## src/rtl/uart_pkg.sv

```systemverilog
// rtl/uart_pkg.sv - shared UART constants and arbiter FSM states
package uart_pkg;

  localparam int UART_DATA_W = 8;

  typedef enum logic [1:0] {
    IDLE      = 2'd0,
    START     = 2'd1,
    WAIT_ACK  = 2'd2,
    WAIT_DONE = 2'd3
  } arb_state_t;

  // Index width for n items, never below one bit so a single requester still has a port.
  function automatic int idx_width(input int n);
    return (n > 1) ? $clog2(n) : 1;
  endfunction

endpackage

```

## src/rtl/uart_rr_pick.sv

```systemverilog
// rtl/uart_rr_pick.sv - combinational round-robin pick starting after ptr
module uart_rr_pick #(
  parameter int NUM_REQ = 4,
  parameter int IDW     = 2
) (
  input  logic [NUM_REQ-1:0] req,
  input  logic [IDW-1:0]     ptr,
  output logic               gnt_valid,
  output logic [IDW-1:0]     gnt_idx
);

  // Scan from the farthest offset down to ptr+1 so the nearest asserted request is the last write.
  always_comb begin
    gnt_valid = 1'b0;
    gnt_idx   = '0;
    for (int k = NUM_REQ; k >= 1; k--) begin
      if (req[(int'(ptr) + k) % NUM_REQ]) begin
        gnt_valid = 1'b1;
        gnt_idx   = IDW'((int'(ptr) + k) % NUM_REQ);
      end
    end
  end

endmodule

```

## src/rtl/uart_tx_arbiter.sv

```systemverilog
// rtl/uart_tx_arbiter.sv - round-robin, packet-locking arbiter in front of one uart_tx
module uart_tx_arbiter
  import uart_pkg::*;
#(
  parameter  int NUM_REQ      = 4,
  parameter  int LOCK_TIMEOUT = 1024,
  localparam int IDW          = idx_width(NUM_REQ)
) (
  input  logic                           clk,
  input  logic                           rst,
  input  logic [NUM_REQ-1:0]             req_valid,
  input  logic [UART_DATA_W*NUM_REQ-1:0] req_data,
  input  logic [NUM_REQ-1:0]             req_last,
  output logic [NUM_REQ-1:0]             req_ready,
  output logic                           tx_start,
  output logic [UART_DATA_W-1:0]         tx_data,
  input  logic                           tx_busy,
  output logic [IDW-1:0]                 grant_id,
  output logic                           locked,
  output logic                           lock_timeout
);

  localparam int PADN  = 1 << IDW;
  localparam int CNT_W = (LOCK_TIMEOUT > 0) ? $clog2(LOCK_TIMEOUT + 1) : 1;

  arb_state_t             state;
  arb_state_t             state_nxt;
  logic [IDW-1:0]         rr_ptr;
  logic [CNT_W-1:0]       idle_cnt;
  logic [PADN-1:0]        valid_pad;
  logic                   rr_valid;
  logic [IDW-1:0]         rr_idx;
  logic                   win_valid;
  logic [IDW-1:0]         win_idx;
  logic [UART_DATA_W-1:0] win_data;
  logic                   win_last;
  logic                   xfer;
  logic                   owner_idle;
  logic                   expire;

  uart_rr_pick #(
    .NUM_REQ (NUM_REQ),
    .IDW     (IDW)
  ) u_pick (
    .req       (req_valid),
    .ptr       (rr_ptr),
    .gnt_valid (rr_valid),
    .gnt_idx   (rr_idx)
  );

  // Padded copy lets grant_id index valid without running past a non-power-of-two vector.
  assign valid_pad = PADN'(req_valid);

  // A held lock restricts the grant to its owner; otherwise the round-robin pick wins.
  // Granting only happens in IDLE with the transmitter free, and never while reset is applied.
  always_comb begin
    win_idx   = locked ? grant_id : rr_idx;
    win_valid = locked ? valid_pad[grant_id] : rr_valid;
    win_data  = '0;
    win_last  = 1'b0;
    for (int i = 0; i < NUM_REQ; i++) begin
      if (IDW'(i) == win_idx) begin
        win_data = req_data[i*UART_DATA_W +: UART_DATA_W];
        win_last = req_last[i];
      end
    end
    req_ready = '0;
    if (!rst && state == IDLE && !tx_busy && win_valid) begin
      req_ready = NUM_REQ'(1) << win_idx;
    end
  end

  assign xfer       = |(req_valid & req_ready);
  assign owner_idle = (state == IDLE) && locked && !valid_pad[grant_id];
  assign expire     = (LOCK_TIMEOUT > 0) && owner_idle &&
                      (idle_cnt == CNT_W'(LOCK_TIMEOUT - 1));

  // State register for the transmit sequencer.
  always_ff @(posedge clk or posedge rst) begin
    if (rst) begin
      state <= IDLE;
    end else begin
      state <= state_nxt;
    end
  end

  // Sequencer: pulse start, wait for uart_tx to go busy, then wait for it to finish the frame.
  always_comb begin
    state_nxt = state;
    case (state)
      IDLE:      if (xfer)     state_nxt = START;
      START:                   state_nxt = WAIT_ACK;
      WAIT_ACK:  if (tx_busy)  state_nxt = WAIT_DONE;
      WAIT_DONE: if (!tx_busy) state_nxt = IDLE;
      default:                 state_nxt = IDLE;
    endcase
  end

  // Capture the accepted byte and owner; the lock follows req_last unless the idle timer expires.
  always_ff @(posedge clk or posedge rst) begin
    if (rst) begin
      tx_start     <= 1'b0;
      tx_data      <= '0;
      grant_id     <= '0;
      locked       <= 1'b0;
      lock_timeout <= 1'b0;
      rr_ptr       <= IDW'(NUM_REQ - 1);
    end else begin
      tx_start     <= xfer;
      lock_timeout <= expire;
      if (xfer) begin
        tx_data  <= win_data;
        grant_id <= win_idx;
        rr_ptr   <= win_idx;
        locked   <= ~win_last;
      end else if (expire) begin
        locked   <= 1'b0;
      end
    end
  end

  // Idle timer for a held lock: counts IDLE cycles with the owner silent, cleared by any grant.
  always_ff @(posedge clk or posedge rst) begin
    if (rst) begin
      idle_cnt <= '0;
    end else if (xfer || !locked || expire) begin
      idle_cnt <= '0;
    end else if (owner_idle && LOCK_TIMEOUT > 0) begin
      idle_cnt <= idle_cnt + 1'b1;
    end
  end

endmodule

```

## config.mk

```make
export PLATFORM = sky130hd
export DESIGN_NAME = uart_tx_arbiter
export DESIGN_NICKNAME = d
export VERILOG_FILES = /design/src/rtl/uart_pkg.sv /design/src/rtl/uart_rr_pick.sv /design/src/rtl/uart_tx_arbiter.sv
export SDC_FILE = /design/constraint.sdc
export NUM_CORES = 1
export LEC_CHECK = 0
export BUFFER_PORTS_ARGS = -buffer_cell sky130_fd_sc_hd__buf_2
export CAP_MARGIN = 25
export CORE_ASPECT_RATIO = 1.5
export CORE_UTILIZATION = 35
export CTS_BUF_LIST = sky130_fd_sc_hd__clkbuf_8
export CTS_CLUSTER_DIAMETER = 80
export DETAILED_ROUTE_END_ITERATION = 8
export PLACE_DENSITY = 0.69
export SYNTH_ARGS = -nofsm -noshare
export SYNTH_HDL_FRONTEND = slang
export SYNTH_SLANG_ARGS = --single-unit
```

## constraint.sdc

```tcl
create_clock -name clk -period 2.4 [get_ports clk]
set_input_delay 0.6 -clock clk [delete_from_list [all_inputs] [get_ports clk]]
set_output_delay 0.6 -clock clk [all_outputs]
set_load 0.03 [all_outputs]
```

# Yosys cells after proc, flatten, opt, wreduce, memory -nomap -nowiden
# Cells that the tools add are included.
[word_totals] register_bits=28 inputBits=43 out_inout_bits=17 elab_cells=98
[classes] n_addsub=5 n_lt_le_gt_ge=5 n_eq_ne=10 shifts=1 n_mux=41 bitwise=6 reduce_logical=22
[op_table] op="$mux 8" n=4
[op_table] op="$mux 11" n=2
[op_table] op="$mux 1" n=20
[op_table] op="$lt 3x4->1 const B" n=4
[op_table] op="$mux 2" n=8
[op_table] op="$add 11x1->11 const B" n=1
[op_table] op="$eq 11x10->1 const B" n=1
[op_table] op="$bmux 1 s2" n=5
[op_table] op="$pmux 2 s4" n=1
[op_table] op="$reduce_or 2->1" n=4
[op_table] op="$logic_and 1x1->1" n=6
[op_table] op="$ne 2x2->1 const B" n=3
[op_table] op="$add 2x1->2 const B" n=2
[op_table] op="$add 2x2->2 const B" n=2
[op_table] op="$and 1x1->1 const A" n=4
[op_table] op="$and 4x4->4" n=1
[op_table] op="$eq 2x2->1 const A" n=2
[op_table] op="$eq 2x2->1 const B" n=2
[op_table] op="$logic_not 1->1" n=4
[op_table] op="$logic_not 2->1" n=2
[op_table] op="$mux 4" n=1
[op_table] op="$reduce_bool 2->1" n=2
[op_table] op="$reduce_or 4->1" n=1
[op_table] op="$shl 1x2->4 const A" n=1
[op_table] op="6 further kinds" n=7

# Logic depth before layout (Yosys ltp)
# Gate-level depths: netlist of the first run.
[depth] depth_word=18 ltp_mapped=9

# Modules after synthesis
# From an unflattened synthesis of the first run, not the netlist that was laid out.
[unflattened] cells_unflattened=202 area_unflattened_um2=1893.1
[modules_own_cells] mod="uart_tx_arbiter" n_inst=1 cells_each=188 area_per_inst_um2=1801.7 seq_area_each_um2=703.2
[modules_own_cells] mod="uart_rr_pick" n_inst=1 cells_each=14 area_per_inst_um2=91.3 seq_area_each_um2=0.0

# Worst setup path before layout of the first run
# Ideal clock, no wire load.
[synth_timing] path_kind="register to output" from="reg grant_id[0]" to="out req_ready[2]" t_arrival_ps=2364 t_required_ps=1800 setup_slack_ps=-564 stages_incl_launch_ff=7 n_path_buf=2 path_cell_list="dfrtp_1 mux4_2 nor2_1 or3_1 buf_4 clkbuf_1 nor3_1"
[synth_between] elab_chain_len=5
[synth_rtl] element="start: declaration" line="uart_tx_arbiter.sv:18" source="output logic [IDW-1:0] grant_id,"
[synth_rtl] element="start signal: assignment" line="uart_tx_arbiter.sv:113" source="grant_id <= win_idx;"
[synth_rtl] element="$bmux 1 s2" line="uart_tx_arbiter.sv:58" source="win_valid = locked ? valid_pad[grant_id] : rr_valid;"
[synth_rtl] element="$mux 1 (implied by the code)" line="uart_tx_arbiter.sv:58"
[synth_rtl] element="$mux 1" line="uart_tx_arbiter.sv:58"
[synth_rtl] element="$logic_and 1x1->1" line="uart_tx_arbiter.sv:68" source="if (!rst && state == IDLE && !tx_busy && win_valid) begin"
[synth_rtl] element="$mux 4 (*)" line="uart_tx_arbiter.sv:68"
[synth_rtl] element="end: declaration" line="uart_tx_arbiter.sv:14" source="output logic [NUM_REQ-1:0] req_ready,"
# Mark *: on every way between the ends. The rest lies on a longest branch, timed or not. The select of a mux whose other input is x is not followed.

# Worst setup path after layout of the first run
[layout_timing] from="reg rr_ptr[1]" to="out req_ready[3]"
[layout_between] elab_chain_len=11
[layout_rtl] element="start: declaration" line="uart_tx_arbiter.sv:28" source="logic [IDW-1:0] rr_ptr;"
[layout_rtl] element="start signal: assignment" line="uart_tx_arbiter.sv:107" source="rr_ptr <= IDW'(NUM_REQ - 1);"
[layout_rtl] element="start signal: assignment" line="uart_tx_arbiter.sv:114" source="rr_ptr <= win_idx;"
[layout_rtl] element="$add 2x1->2" line="uart_rr_pick.sv:17, uart_rr_pick.sv:19"
[layout_rtl] element="$bmux 1 s2" line="uart_rr_pick.sv:17" source="if (req[(int'(ptr) + k) % NUM_REQ]) begin"
[layout_rtl] element="$mux 1 (implied by the code) (2 in series)" line="uart_rr_pick.sv:17"
[layout_rtl] element="$mux 2 / $mux 1 (equally long branches) (4 in series)" line="uart_rr_pick.sv:17"
[layout_rtl] element="$mux 2 / $mux 1 (equally long branches)" line="uart_tx_arbiter.sv:57, uart_tx_arbiter.sv:58"
[layout_rtl] element="$shl 1x2->4 / $logic_and 1x1->1 (equally long branches)" line="uart_tx_arbiter.sv:69, uart_tx_arbiter.sv:68"
[layout_rtl] element="$mux 4 (*)" line="uart_tx_arbiter.sv:68"
# Marked as above.

==> results by group, run 1 <==
Setup path
  • Worst Path Required: 1800 ps
  • Slowest-stage cell, CP: dfstp_2
  • WP buf/inv: 2
  • CP max FO: 7
  • Crit. End Element: output pin
  • Critical R2R Launch: rr_ptr[0]$_DFFE_PP1P_
  • Worst-path cell chain: and3b_1 -> a211oi_2 -> o311a_1 -> buf_6 -> nor3_4 -> buf_6
  • CP most frequent cell: buf_6
  • CP Launch Point: rr_ptr[1]$_DFFE_PP1P_
  • Slowest Stage Delay on Critical Path: 600 ps
  • Crit start category: flop
  • Worst endpoint data arrival time: 1940 ps
  • Crit path max-delay family: flip-flops
  • WS Path Type: reg2out

Final layout
  • Ant diodes: 0
  • Final #Nets: between 300 and 400
  • P&R area growth vs syn: 44.79%
  • Layout cells sized above 1: 47.33%
  • Fillcell total: ~460

Clocking
  • Clock Root Buffer: clkbuf_8
  • Htree depth: 1
  • Total clock buffers created by CTS: 3
  • Hold Buf Count CTS: 0
  • Worst skew pair latency: between 200 and 300 ps
  • Clk sink count: 28
  • CTS Buffer Depth: 2
  • Clock transition at path regs: 100 ps
  • CTS tree: built

Power and ir drop
  • P per Cell Area: approximately 1000 nW/um^2
  • Peak supply drop: approximately 0.63 mV
  • P_leak: roughly 1.2 nW

Yosys
  • Ys Warns: 0
  • Cells after Synth: 175
  • Post-synth top flop: dfrtp_1
  • EDFF count, synth: 0
  • Ys async rst share: between 90% and 100%
  • Number of synthesized register bits: 28
  • Synth cell types: 48
  • Synth Area per Inst: ~9.9 sq um
  • Syn nets: 223
  • Seq/Total Area, Yosys: between 40% and 50%
  • Cell area after synthesis: 1740 sq um

Placed design
  • IO buf count: 59
  • Gpl congestion: 0.7742
  • DP HPWL: roughly 3.3 mm
  • Placement Setup Slack: -197.2 ps

Timing
  • Min Hold Slack: 387.4 ps
  • Minimum clock period: 2535 ps
  • Slew Limit Fails: 0
  • Total negative slack: -445.3 ps
  • Max Clk Rate: 394.4 MHz
  • Slew @ Worst Pin: roughly 360 ps
  • RSZ-0062 raised after global routing: yes
  • Setup violations, final: 4
  • Hold Vio Cnt, Final: 0
  • Max Clock Skew: between 3 and 4 ps
  • Period Utilization, post-route: 105.6%
  • Relative slew slack: approximately 76%
  • Final setup margin: -135.3 ps

Global routing
  • Total gr overflow: 0
  • Vias in the first global route: 1584
  • Gr usage total: 17.18%
  • Pin count of the biggest net entering global routing: 29
  • Global-route wire length before repair: 6.872 mm
  • Initial antenna violation count: 0

Die
  • Initial Util: 36.19%
  • I/O pin count: 60
  • DIE HEIGHT: 88.37 um
  • DIE AREA: 5264 sq um
  • Row cnt: 31
  • Core Region: 4810 sq um
  • Die Wd: 59.58 um

Detailed routing
  • Final WL: about 4.3 mm
  • Vias/cell: around 5.1
  • Avg WL per Cell: 13.12 um
  • Iter 0 DRT Violations: 62
  • Drc violations: 0
  • DR pass1 iterations: 4
  • Antenna-violating nets left: 0
  • Via Count: approximately 1700

Outcome
  • Outcome: complete, but fails checks
  • Failing checks: negative setup slack

Flow run
  • Max cap viols: 0

Hold path
  • Hold Crit Class: in2async
cells in the mapped netlist (all sizes together), types with 2 or more instances:
library cell | count | area, sq um
o311ai | 2 | 17.52
a211oi | 9 | 72.57
nor3 | 2 | 10.01
a21boi | 2 | 15.01
inv | 10 | 37.54
a21oi | 2 | 10.01
nand3 | 4 | 20.02
nor3b | 3 | 22.52
o21ai | 3 | 15.01
o211ai | 2 | 15.01
clkbuf | 3 | 11.26
a21o | 2 | 15.01
dfrtp | 26 | 650.6
a2111oi | 2 | 23.77
nor2 | 17 | 63.81
xnor2 | 7 | 61.31
or3 | 2 | 12.51
ha | 5 | 62.56
mux2i | 16 | 160.2
o221ai | 7 | 61.31
mux2 | 2 | 26.27
and4 | 3 | 26.28
dfstp | 2 | 52.55
o2111ai | 2 | 17.52
buf | 5 | 35.03
nand2 | 18 | 67.56
tightest hold or removal path: stages:
cell   delay [ps]
buf_2         110
inv_1          40
buf_4         330
registers in the layout, summed over array words and instances, names as in the netlist:
name,flops
grant_id,2
locked,1
lock_timeout,1
rr_ptr,2
tx_data,8
idle_cnt,11
tx_start,1
state,2
per-stage QoR:
stage	power (mW)	utilization [%]	area, sq um	instances
2_1_floorplan	1.753	-	1838	175
3_3_place_gp	2.202	49.14	2364	322
3_5_place_dp	2.223	49.14	2364	322
4_1_cts	2.629	52.21	2511	328
5_1_grt	2.799	52.39	2520	328
6_report	2.623	52.39	2520	328
timing repair:
action / CTS / global route
buffers inserted: 2 / 0
gates resized for setup: 17 / 5
pin swaps: 8 / 0
setup endpoints to repair: 4 / 5
power by group:
part	total, mW	switching, mW	internal [mW]
logic	1.62	0.892	0.729
clock network	0.294	0.147	0.147
registers	0.707	0.0998	0.607
routing by layer:
metal  share of wire [%]  GRT usage [%]  up-vias
li1                    -              -      823
met1                  41          19.65      809
met2                  55          32.18       36
met3                 2.6          1.754        2
met4                 1.1          6.342        0
met5                   0              0        -
path summary, 6_finish.rpt:
check | end | slack [ps] | cells past startpoint
worst max register to register | locked$_DFFE_PP0P_ | 190 | 7
max in group asynchronous | rr_ptr[0]$_DFFE_PP1P_ | 1710 | 3
worst min register to register | tx_data[0]$_DFFE_PP0P_ | 490 | 2
min in group clk | tx_data[0]$_DFFE_PP0P_ | 490 | 2
worst max-delay path | req_ready[3] | -140 | 6
worst min-delay path | state[1]$_DFFE_PP0P_ | 390 | 3
area by class of cell:
| cell class | count | area [sq um] | share of cell area, % |
|---|---|---|---|
| Sequential cell | 28 | 704.4 | 27.95 |
| Clock buffer | 4 | 55.05 | 2.185 |
| Inverter | 10 | 40.04 | 1.589 |
| Tap cell | 66 | 82.58 | 3.277 |
| Multi-Input combinational cell | 129 | 1070 | 42.45 |
| Timing Repair Buffer | 91 | 568.0 | 22.54 |
placed cells by master, fill, tap and decap left out, types with 4 or more instances in the layout:
cell type	n
a211oi_1	7
buf_2	55
buf_4	30
buf_6	6
clkbuf_8	4
dfrtp_1	25
ha_1	4
inv_1	8
mux2i_1	16
nand2_1	16
nand3_1	4
nor2_1	14
o221ai_1	7
xnor2_1	7
cells by family after synthesis:
logic type      share of synthesized area (%)
simple gates                            16.90
compound gates                          18.76
flops                                   40.40
mux                                     12.01
buf+inv                                 4.817
xor+xnor                                3.523
fa+ha+maj                               3.595
Note: power is estimated with default switching activity, not from simulation.
==> inputs of run 2 (changes only) <==
--- a/config.mk
+++ b/config.mk
@@ -10,3 +10,3 @@
 export CORE_ASPECT_RATIO = 1.5
-export CORE_UTILIZATION = 35
+export CORE_UTILIZATION = 25
 export CTS_BUF_LIST = sky130_fd_sc_hd__clkbuf_8
@@ -14,3 +14,3 @@
 export DETAILED_ROUTE_END_ITERATION = 8
-export PLACE_DENSITY = 0.69
+export PLACE_DENSITY = 0.54
 export SYNTH_ARGS = -nofsm -noshare
==> constraint.sdc (replaced) <==
create_clock -name clk -period 2.4 [get_ports clk]
set_input_delay 0.48 -clock clk [delete_from_list [all_inputs] [get_ports clk]]
set_output_delay 0.48 -clock clk [all_outputs]
set_load 0.03 [all_outputs]
==> run 2 against run 1 <==
The run still ends with negative setup slack left. Combinational power up 9.9%. Via count up 0.54%. Die area up 39%. Worst hold slack worse by 110 ps. First-iteration DRC count down 3.2%. Wire length up 15%. Clock power up 28%. Fmax up 4.9%. Register-to-register slack worse by 60 ps. Global-route usage down 3.1 points. Total power up 8.9%. Clock skew up 6.4 ps.
==> results by group, run 2 (synthesis gave the netlist of run 1 again) <==
Detailed routing
  • Via Count: 1679 (+0.54%)
  • DRT met1 WL: 2.118 mm (+20%)
  • Vias/cell: 4.953 (-2.7%)
  • Final WL: 4.947 mm (+15%)
  • Avg WL per Cell: 14.59 um (+11%)
  • DR pass1 iterations: 4 (unchanged)
  • Drc violations: 0 (unchanged)
  • Iter 0 DRT Violations: 60 (-3.2%)
  • Top sig layer: met4
  • Met3 WL post-DR: 154 um (+36%)
  • Antenna-violating nets left: 0 (unchanged)
  • Met2 WL: 2.616 mm (+10%)

Global routing
  • Initial antenna violation count: 0 (unchanged)
  • Total gr overflow: 0 (unchanged)
  • Gr usage total: 14.10% (-3.1 points)
  • Pin count of the biggest net entering global routing: 29 (unchanged)
  • Vias in the first global route: 1719 (+8.5%)
  • Global-route wire length before repair: 8.355 mm (+22%)

Placed design
  • Placed Cells: 322 (unchanged)
  • Post-Place Cell Area: 2286 sq um (-3.3%)
  • IO buf count: 59 (unchanged)
  • Gpl congestion: 0.8283 (+7.0%)
  • DP HPWL: 3.558 mm (+7.3%)

Outcome
  • Failing checks: negative setup slack
  • Outcome: complete, but fails checks

Timing
  • Max Clk Rate: 413.7 MHz (+4.9%)
  • Slew @ Worst Pin: 404.0 ps (+47.61 ps)
  • Hold Vio Cnt, Final: 0 (unchanged)
  • Relative slew slack: 72.37% (-3.3 points)
  • Total negative slack: -44.66 ps (+400.6 ps)
  • Slew Limit Fails: 0 (unchanged)
  • Period Utilization, post-route: 100.7% (-4.9 points)
  • Setup violations, final: 4 (unchanged)
  • Minimum clock period: 2417 ps (-118.3 ps)
  • Max Clock Skew: 9.742 ps (+6.364 ps)
  • Final setup margin: -17.02 ps (+118.3 ps)
  • RSZ-0062 raised after global routing: yes

Final layout
  • Fin util: 38.85% (-14 points)
  • Commonest non-fill, non-tap cell in the layout: buf_2
  • Most frequent cells in the layout: buf_2, buf_4, dfrtp_1
  • Final #Nets: 312 (+0.32%)
  • Biggest regs: idle_cnt: 11 flops, tx_data: 8 flops
  • Fillcell total: 666 (+46%)
  • Final std cells w/o fill: 339 (+3.4%)
  • P&R area growth vs syn: 47.81%
  • Post-Layout Inst Area: 2572 sq um (+2.1%)
  • Largest Register: idle_cnt
  • Flip-flop count of the largest register after layout: 11 (unchanged)
  • Ant diodes: 0 (unchanged)
  • Layout cells sized above 1: 47.53% (+0.20 points)

Clocking
  • Clock transition at path regs: 100 ps (about the same)
  • CTS Buffer Depth: 2 (unchanged)
  • Clock Root Buffer: clkbuf_8
  • Worst skew pair latency: 280 ps (about the same)
  • CTS tree: built
  • Hold Buf Count CTS: 0 (unchanged)
  • Htree depth: 1 (unchanged)
  • Total clock buffers created by CTS: 3 (unchanged)
  • Clk sink count: 28 (unchanged)

Power and ir drop
  • Peak supply drop: 0.4394 mV (-31%)
  • Overall power: 2.856 mW (+8.9%)
  • P_leak: 1.227 nW (+0.78%)
  • P per Cell Area: 1110 nW/um^2 (+6.7%)

Setup path
  • CP max FO: 6 (-1)
  • Reg2reg path depth: 10 (+3)
  • Flop-to-flop setup slack: 130 ps (-60 ps)
  • Crit start category: flop
  • Worst Path Required: 1920 ps (+120 ps)
  • Worst endpoint data arrival time: 1940 ps (about the same)
  • Crit. End Element: output pin
  • WS Path Type: reg2out
  • Reg2reg end: tx_data[6]$_DFFE_PP0P_
  • Critical R2R Launch: rr_ptr[1]$_DFFE_PP1P_

Die
  • Initial Util: 26.28% (-9.9 points)
  • I/O pin count: 60 (unchanged)
  • Row cnt: 36 (+16%)
  • Die Wd: 70.13 um (+18%)
  • DIE HEIGHT: 104.2 um (+18%)
  • DIE AREA: 7306 sq um (+39%)
  • Core Region: 6621 sq um (+38%)

Hold path
  • Hold Crit Class: in2async

Flow run
  • Max cap viols: 0 (unchanged)
==> run 2: repair_timing <==
item                       CTS  global route
buffers inserted            10             3
pin swaps                   10             4
setup endpoints to repair    4             6
resized for setup           27             5
cloned                       0             0
==> run 2: how the worst max path moves through the flow <==
stage                             from                      to  slack (ps)  cells past startpoint
4_1_cts        grant_id[0]$_DFFE_PP0P_            req_ready[3]         -30                      6
2_1_floorplan  grant_id[0]$_DFFE_PP0P_            req_ready[1]           4                      8
5_1_grt           state[1]$_DFFE_PP0P_            req_ready[3]         -90                      7
3_5_place_dp              req_valid[0]  tx_data[6]$_DFFE_PP0P_          -4                      9
6_report         rr_ptr[1]$_DFFE_PP1P_            req_ready[2]         -20                      6
3_3_place_gp              req_valid[2]            req_ready[2]           5                      7
==> run 2: per-layer routing <==
| layer | vias up | global-route usage (%) |
|---|---|---|
| met2 | 32 | 25.34 |
| met5 | - | 0 |
| li1 | 822 | - |
| met4 | 0 | 4.714 |
| met3 | 4 | 1.453 |
| met1 | 821 | 17.21 |
==> run 2: cell type report <==
type	instances	area, sq um	share of cell area [%]
Clock buffer	3	41.29	1.605
Clock inverter	1	30.03	1.167
Inverter	10	40.04	1.556
Multi-Input combinational cell	129	1070	41.59
Sequential cell	28	704.4	27.38
Tap cell	76	95.09	3.696
Timing Repair Buffer	92	591.8	23.01
==> run 2: worst max-delay path: stages, from the launching register on <==
cell	delay, ps
dfstp_2	630
a21boi_2	80
a211oi_2	300
o311ai_2	160
buf_4	170
nor3_4	160
buf_6	150
==> run 2: through the flow <==
step	setup slack [ps]	hold slack [ps]
after global routing	-93.81	300.9
final	-17.02	273.7
after global placement	5.368	464.6
after floorplan	3.626	485.6
after detailed placement	-3.947	471.5
after CTS	-34.44	282.2
==> run 2: report_power, final <==
group	internal (mW)	switching, mW
Sequential	0.608	0.0922
Clock	0.223	0.152
Combinational	0.841	0.940
Total	1.67	1.18
==> inputs of run 3 (changes only) <==
Settings changed: CORE_ASPECT_RATIO 1.5 to 2.
==> run 3 against run 2 <==
The run still ends with negative setup slack left. Largest cell class unchanged. Cell count is 3.5% higher. Via count is 1.1% higher. Fmax is 0.25% lower. Non-clock buffer count stayed put. Setup slack worse by 6.2 ps. Core utilization is 0.67 points higher. Global-route usage is 1.3 points higher. Critical path depth stayed put.
==> results by group, run 3 (synthesis gave the netlist of run 1 again) <==
Global routing
  • Gr usage total: 15.42% (+1.3 points)
  • Global-route wire length before repair: 8.576 mm (+2.6%)
  • Vias in the first global route: 1837 (+6.9%)
  • Initial antenna violation count: 0 (unchanged)
  • Total gr overflow: 0 (unchanged)
  • Pin count of the biggest net entering global routing: 29 (unchanged)

Clocking
  • Htree depth: 1 (unchanged)
  • Hold Buf Count CTS: 0 (unchanged)
  • Clock transition at path regs: 100 ps (about the same)
  • Clock Root Buffer: clkbuf_8
  • Total clock buffers created by CTS: 3 (unchanged)
  • Worst skew pair latency: 280 ps (about the same)
  • CTS Buffer Depth: 2 (unchanged)
  • CTS tree: built
  • Clk sink count: 28 (unchanged)

Timing
  • Setup violations, final: 1 (-3)
  • Hold Vio Cnt, Final: 0 (unchanged)
  • RSZ-0062 raised after global routing: yes
  • Final setup margin: -23.17 ps (-6.151 ps)
  • Total negative slack: -23.17 ps (+21.49 ps)
  • Relative slew slack: 71.13% (-1.2 points)
  • Slew @ Worst Pin: 431.5 ps (+27.54 ps)
  • Max Clk Rate: 412.7 MHz (-0.25%)
  • Minimum clock period: 2423 ps (+6.150 ps)
  • Slew Limit Fails: 0 (unchanged)
  • Period Utilization, post-route: 101.0% (+0.26 points)
  • Max Clock Skew: 9.247 ps (-0.4951 ps)

Final layout
  • Layout cells sized above 1: 47.91% (+0.38 points)
  • Final #Nets: 312 (unchanged)
  • Commonest non-fill, non-tap cell in the layout: buf_2
  • Biggest regs: idle_cnt: 11 flops, tx_data: 8 flops
  • Fin util: 39.52% (+0.67 points)
  • Flip-flop count of the largest register after layout: 11 (unchanged)
  • P&R area growth vs syn: 51.55%
  • Most frequent cells in the layout: buf_2, buf_4, dfrtp_1
  • Ant diodes: 0 (unchanged)
  • Post-Layout Inst Area: 2638 sq um (+2.5%)
  • Largest Register: idle_cnt

Setup path
  • Worst endpoint data arrival time: 1940 ps (about the same)
  • Reg2reg path depth: 7 (-3)
  • Critical R2R Launch: grant_id[0]$_DFFE_PP0P_
  • WS Path Type: reg2out
  • Worst Path Required: 1920 ps (about the same)
  • CP Launch Point: rr_ptr[1]$_DFFE_PP1P_
  • CP max FO: 6 (unchanged)
  • Crit start category: flop
  • Crit. End Element: output pin

Die
  • I/O pin count: 60 (unchanged)
  • Core Region: 6674 sq um (+0.79%)
  • Die Wd: 61 um (-13%)
  • DIE HEIGHT: 120.0 um (+15%)
  • Initial Util: 26.08% (-0.21 points)
  • DIE AREA: 7320 sq um (+0.18%)
  • Row cnt: 42 (+17%)

Power and ir drop
  • Peak supply drop: 0.5037 mV (+15%)
  • P per Cell Area: 1122 nW/um^2 (+1.1%)
  • P_leak: 1.255 nW (+2.3%)
  • Overall power: 2.960 mW (+3.7%)

Detailed routing
  • DR pass1 iterations: 4 (unchanged)
  • Vias/cell: 4.835 (-2.4%)
  • Drc violations: 0 (unchanged)
  • Final WL: 5.068 mm (+2.4%)
  • Antenna-violating nets left: 0 (unchanged)
  • Via Count: 1697 (+1.1%)
  • Iter 0 DRT Violations: 16 (-73%)
  • Avg WL per Cell: 14.44 um (-1.1%)

Flow run
  • Max cap viols: 0 (unchanged)

Placed design
  • Post-Place Cell Area: 2349 sq um (+2.7%)
  • Gpl congestion: 0.8508 (+2.7%)
  • DP HPWL: 3.808 mm (+7.0%)
  • IO buf count: 59 (unchanged)

Hold path
  • Hold Crit Class: in2async

Outcome
  • Outcome: complete, but fails checks
  • Failing checks: negative setup slack
## run 3: final cells by class
| type | count | area, sq um |
|---|---|---|
| Fill cell | 696 | 4036 |
| Multi-Input combinational cell | 129 | 1106 |
| Sequential cell | 28 | 704.4 |
| Timing Repair Buffer | 92 | 608.1 |
| Tap cell | 88 | 110.1 |
| Clock buffer | 3 | 41.29 |
| Inverter | 10 | 37.54 |
| Clock inverter | 1 | 30.03 |
## run 3: metrics by stage
step | std cells | hold WS (ps) | setup WS (ps)
after floorplan | 175 | 485.6 | 3.626
after global placement | 337 | 467.4 | -28.05
after detailed placement | 337 | 470.0 | -53.99
after CTS | 348 | 294.8 | -38.10
after global routing | 351 | 308.9 | -60.59
final | 351 | 278.3 | -23.17
## run 3: repair_timing
action,4_1_cts,5_1_grt
gates cloned,0,0
resized for setup,28,7
setup endpoints to repair,4,5
pin swaps,10,9
buffers inserted,8,3
## run 3: final timing paths
kind | slack [ps] | endpoint
setup / recovery | -20 | req_ready[2]
hold / removal | 280 | idle_cnt[5]$_DFFE_PP0P_
setup reg to reg | 150 | state[1]$_DFFE_PP0P_
hold reg to reg | 490 | tx_data[7]$_DFFE_PP0P_
max in group asynchronous | 1800 | rr_ptr[0]$_DFFE_PP1P_
min in group clk | 490 | tx_data[7]$_DFFE_PP0P_
## run 3: power breakdown
| part | switching [mW] | internal [mW] |
|---|---|---|
| clock network | 0.151 | 0.223 |
| registers | 0.0899 | 0.608 |
| logic | 0.987 | 0.902 |
| total | 1.23 | 1.73 |
## run 3: routing by layer
layer | routed length (um) | part of all wire [%] | GRT usage, % | vias up
met5 | 0 | 0 | 0 | -
met4 | 171 | 3.4 | 7.102 | 0
met3 | 133 | 2.6 | 1.509 | 10
met2 | 2953 | 58 | 28.91 | 37
met1 | 1811 | 36 | 16.06 | 828
li1 | - | - | - | 822
## run 3: critical path: stages, from the launching register on
cell and delay [ps]:
dfstp_2 410, or3b_2 490, o2111ai_2 150, o311ai_4 160, buf_4 160, nor3_4 150, buf_6 150
